[src/rtl/pulse_meter.sv]
// pulse_meter: measures the length (in clock cycles) of each complete high
// pulse on `in` and hands it to a consumer over the dav_/rfd byte handshake.
// Optional feature macro: PULSE_METER_OVF_EN adds the `ovf` saturation flag.
module pulse_meter (
  input  logic       clock,
  input  logic       reset_,
  input  logic       in,
  input  logic       rfd,
  output logic       dav_,
  output logic [7:0] num
`ifdef PULSE_METER_OVF_EN
  ,output logic      ovf
`endif
);

  typedef enum logic [2:0] {W0, W1, MEAS, HS_OUT, HS_ACK} state_t;

  state_t     state_q, state_d;
  logic [7:0] count;

  // State register
  always_ff @(posedge clock or negedge reset_) begin
    if (!reset_) state_q <= W0;
    else         state_q <= state_d;
  end

  // Next-state logic; W0 exists so a pulse already high is never measured
  always_comb begin
    state_d = state_q;
    case (state_q)
      W0:      if (!in) state_d = W1;
      W1:      if (in)  state_d = MEAS;
      MEAS:    if (!in) state_d = HS_OUT;
      HS_OUT:  if (!rfd) state_d = HS_ACK;
      HS_ACK:  if (rfd) state_d = W0;
      default: state_d = W0;
    endcase
  end

  // Pulse counter, result capture and dav_ handshake output
  always_ff @(posedge clock or negedge reset_) begin
    if (!reset_) begin
      count <= 8'd0;
      num   <= 8'd0;
      dav_  <= 1'b1;
    end else begin
      case (state_q)
        W1:     if (in) count <= 8'd1;
        MEAS: begin
          if (in) begin
            if (count != 8'hff) count <= count + 8'd1;
          end else begin
            num  <= count;
            dav_ <= 1'b0;
          end
        end
        HS_OUT: if (!rfd) dav_ <= 1'b1;
        default: ;
      endcase
    end
  end

`ifdef PULSE_METER_OVF_EN
  logic ovf_bit;

  // Overflow tracking: set when a sample arrives with the counter already full
  always_ff @(posedge clock or negedge reset_) begin
    if (!reset_) begin
      ovf_bit <= 1'b0;
      ovf     <= 1'b0;
    end else begin
      case (state_q)
        MEAS: begin
          if (in) begin
            if (count == 8'hff) ovf_bit <= 1'b1;
          end else begin
            ovf <= ovf_bit;
          end
        end
        HS_ACK: if (rfd) ovf_bit <= 1'b0;
        default: ;
      endcase
    end
  end
`endif

endmodule

[config.mk]
export PLATFORM = sky130hd
export DESIGN_NAME = pulse_meter
export DESIGN_NICKNAME = d
export VERILOG_FILES = /design/src/rtl/pulse_meter.sv
export SDC_FILE = /design/constraint.sdc
export NUM_CORES = 1
export LEC_CHECK = 0
export CAP_MARGIN = 20
export CORE_UTILIZATION = 35
export DETAILED_ROUTE_END_ITERATION = 10
export GPL_ROUTABILITY_DRIVEN = 0
export HOLD_SLACK_MARGIN = 0.05
export PLACE_DENSITY = 0.63
export RECOVER_POWER = 100
export SYNTH_ARGS = -nofsm -noshare
export SYNTH_HDL_FRONTEND = slang
export SYNTH_SLANG_ARGS = --single-unit
export TNS_END_PERCENT = 1
[constraint.sdc]
create_clock -name clock -period 1.8 [get_ports clock]
set_input_delay 0.36 -clock clock [delete_from_list [all_inputs] [get_ports clock]]
set_output_delay 0.36 -clock clock [all_outputs]
set_load 0.01 [all_outputs]
==> Word level (Yosys, flattened, before mapping) <==
Index checks and enable logic that the tools add are counted.
{ "totals": {"register_bits": 20, "latch_bits": 0, "ramBits": 0, "romBits": 0, "inputBits": 4, "wordCells": 38, "mem_count": 0} }
{ "op_classes": {"n_addsub": 1, "mul": 0, "div_mod_pow": 0, "order_cmp": 0, "eq_ne": 12, "shifts": 0, "muxes": 13, "n_bitwise": 1, "reduce_logical": 7} }
{ "ops": {"columns": ["op", "n"], "rows": [
  ["$mux W8", 3],
  ["$pmux W8 S2", 1],
  ["$mux W3", 5],
  ["$pmux W3 S5", 1],
  ["$ne A2 B2 Y1 const B", 7],
  ["$add A8 B1 Y8 const B", 1],
  ["$ne A8 B8 Y1 const B", 1],
  ["$eq A3 B2 Y1 const B", 2],
  ["$reduce_and A5 Y1", 1],
  ["$reduce_and A4 Y1", 1],
  ["$reduce_bool A2 Y1", 2],
  ["$eq A3 B1 Y1 const B", 1],
  ["$eq A3 B3 Y1 const B", 1],
  ["$logic_not A3 Y1", 1],
  ["$reduce_and A3 Y1", 1],
  ["$mux W1", 2],
  ["$pmux W1 S2", 1],
  ["$reduce_and A2 Y1", 1],
  ["$not A1 Y1", 1]
]} }

==> Depth between registers and ports, before layout <==
{ "logic_depth": {"depth_word": 4, "mapped_depth": 5} }

==> Least setup slack after synthesis <==
Ideal clock, no wire load.
{ "synth_path": {"path_kind": "reg2reg", "startpoint": "register state_q[2]", "endpoint": "register num[0]", "setup_ns": 0.125, "arrival_ns": 1.274, "slack_ns": 0.401, "path_stages_with_launch": 4, "n_path_buf": 0, "synth_period_minus_slack_ns": 1.399, "path_cell_list": "dfrtp_1 > nand2b_4 > nor3_4 > mux2_4"} }
{ "synth_between": {"elab_chain_len": 2} }
{ "synth_rtl": {"columns": ["element", "line_no", "rtl"], "rows": [
  ["start, declared", "18", "state_t state_q, state_d;"],
  ["start signal, assigned", "24", "else state_q <= state_d;"],
  ["$eq A3 B2 Y1", "47", "case (state_q)"],
  ["$reduce_and A2 Y1 (no source line)", null, null],
  ["end signal, assigned", "53", "num <= count;"],
  ["end, declared", "10", "output logic [7:0] num"]
]} }
No other way between the ends.
A chain may end at the register's enable or synchronous reset.

==> Final worst setup path <==
{ "layout_path": {"startpoint": "register dav_", "endpoint": "output port dav_"} }
{ "layout_lines": {"columns": ["element", "line_no", "rtl"], "rows": [
  ["start, declared", "9", "output logic dav_,"],
  ["start signal, assigned", "45", "dav_ <= 1'b1;"],
  ["start signal, assigned", "54", "dav_ <= 1'b0;"],
  ["start signal, assigned", "57", "HS_OUT: if (!rfd) dav_ <= 1'b1;"]
]} }
No word-level cell between the ends.

==> flow_summary_export.csv <==
group,metric,value,unit
run_status,status,"finished clean",
yosys,synth_top_area_share,47.6,%
clock_tree,root_buffer,"clkbuf_4",
sta,fmax,575,MHz
clock_tree,cts_sinks,20,
sta,period_needed,1.74,ns
sta,period_share,96.6,%
clock_tree,htree_levels,1,
floorplan,fp.dieW,55.4,um
power_and_ir_drop,vdd_ir_drop_max,0.000876,V
place,port_buffers,12,
global_route,grt_pass1_wl,3250,um
cells_and_area,areaGrowthSynthToFinish,21.4,%
floorplan,dieArea,0.00307,mm^2
floorplan,start_util,36.6,%
yosys,synth_area_per_cell,11.9,um^2
sta,setup_viol,0,
power_and_ir_drop,power_leakage,0.551,nW
cells_and_area,drive_gt1_share,19.4,%
clock_tree,cts_inserted_buffers,3,
yosys,synth_top_area_cell,"dfrtp_1",
clock_tree,clkTransAtPathRegs,0.11,ns
cells_and_area,regArea,502,um^2
yosys,dominantRegCellSynth,"dfrtp_1",
yosys,ys_ff_latch,20,
sta,slew_headroom,28.4,%
worst_setup_path,cp.required,1.44,ns
detailed_routing,first_pass_iters,4,
detailed_routing,drc_errors,0,
detailed_routing,final_antenna_net_count,0,
detailed_routing,viasPerCell,5.44,
yosys,syn_area,1000,um^2
worst_setup_path,critPathCaptureType,"output port",
worst_setup_path,startpoint_type,"flip-flop",
detailed_routing,drtIter0Drc,8,
yosys,synth_enable_flop_cells,0,
worst_setup_path,slowest_stage,"dfstp_2",
global_route,grt_pass1_vias,701,
yosys,synth_cells,84,
worst_setup_path,path_class,"flip-flop to output port",
sta,rsz0062_at_grt,"no",
yosys,yosysSeqAreaShare,50.2,%
clock_tree,cts_setup_buffers,0,
yosys,yosysWarnings,0,
yosys,synthTopCellsByArea,"dfrtp_1 48%, mux2_4 12%, nand2_1 3.4%",
cells_and_area,final_net_count,109,
yosys,synth_commonest_cells,"19 x dfrtp_1, 9 x nand2_1, 8 x mux2_4",
cells_and_area,multi_input_area,455,um^2
hold_path,min_path_type,"flip-flop to flip-flop",
cells_and_area,nFillCells,253,
job,drv_cap,0,
global_route,antenna_found_initial,0,
yosys,synth.most_common_cell,"dfrtp_1",
place,numPlacedInstances,130,
detailed_routing,vias,729,
cells_and_area,diodes,0,
floorplan,io_pins,13,
worst_setup_path,crit_chain,"clkdlybuf4s50_1",
floorplan,core-area,0.00273,mm^2
floorplan,die_height,55.4,um
sta,finalHoldViolations,0,
worst_setup_path,cp_data_arrival_time,1.38,ns
clock_tree,clock_path_buffers,2,
floorplan,fp-row-count,19,
detailed_routing,wl_per_cell,14.3,um
clock_tree,cts_tree,"built",
global_route,grt_max_degree,21,
place,dp_hpwl,1390,um
yosys,syn_nets,89,
detailed_routing,drt-total-wl,1910,um
sta,worstMarginPinSlew,1.07,ns
place,post_dp_cell_area,0.00119,mm^2
sta,drv_slew,0,
clock_tree,clk_latency,0.30,ns
cells_and_area,fin_area,0.00121,mm^2
worst_setup_path,cp_top_family,"flip-flops",
yosys,synth.distinct_cells,32,
yosys,async_reset_ff_share,100,%
cells_and_area,fin_cells,134,
sta,finalClockSkew,0.00654,ns
clock_tree,ctsResizeCount,0,
global_route,track_usage,13.6,%
worst_setup_path,slowest_delay,0.55,ns
worst_setup_path,path_max_fanout,3,
global_route,overflow,0,
power_and_ir_drop,p_per_area,1380,mW/mm^2
worst_setup_path,critPathBufInv,1,
clock_tree,holdBufCountCts,0,
[placed cells by master, fill, tap and decap left out, drive strengths merged, types with 2 or more instances in the layout]
cell	n
nor2	6
inv	2
nor3	3
mux2	9
nand4bb	2
a21oi	3
a31oi	3
clkbuf	4
or3	2
mux2i	2
nand3	5
dfrtp	19
nand4	2
dlygate4sd3	9
o21ai	3
buf	3
clkdlybuf4s50	3
nand2	9
[metal layers]
metal / GRT usage (%) / vias up / part of all wire [%]
met5: 0 / - / 0
met3: 4.45 / 2 / 3.5
met4: 2.14 / 0 / 0.52
met1: 17.4 / 362 / 48
li1: - / 348 / -
met2: 22.7 / 17 / 48
[worst paths after layout]
path,startpoint,end,slack (ns),cells past startpoint
max,dav_,dav_,0.06,1
min,dav_,dav_,0.49,2
max reg2reg,state_q[2],num[4],0.10,4
min reg2reg,dav_,dav_,0.49,2
max in group asynchronous,reset_,state_q[2],0.40,2
min in group asynchronous,reset_,num[4],0.75,2
[metrics by stage]
step	hold WS, ns	setup TNS [ns]	power (mW)	utilization [%]	worst slack, ns
finish	0.495	0	1.68	44.4	0.0608
global placement	0.477	0	1.37	43.6	0.0319
detailed placement	0.481	-0.00528	1.40	43.6	-0.00528
floorplan	0.0644	0	1.15	-	0.401
CTS	0.379	0	1.77	45.5	0.0421
global route	0.538	0	1.80	44.4	0.00683
[layout make-up]
type | instances | share of cell area (%)
flip-flops and latches | 20 | 41.3
multi-input cells | 60 | 37.5
well taps | 31 | 3.20
inverters | 2 | 0.619
repair buffers | 17 | 13.0
clock buffers | 3 | 1.86
clock inverters | 1 | 2.47
[report_power, final]
group	switching, mW	internal (mW)
logic	0.270	0.319
clock network	0.140	0.225
registers	0.144	0.580
[state kept, by name (all words and copies together) (netlist names)]
name,count
state_q,3
count,8
dav_,1
num,8
[cells by family after synthesis]
group / Yosys count / synth area share [%]
AOI/OAI and AO/OA: 15 / 10.9
adders and majority gates: 1 / 1.25
buffers and inverters: 4 / 2.38
DFF: 20 / 50.2
muxes: 11 / 15.1
and+or+nand+nor: 33 / 20.2
Note: power is estimated with default switching activity, not from simulation.
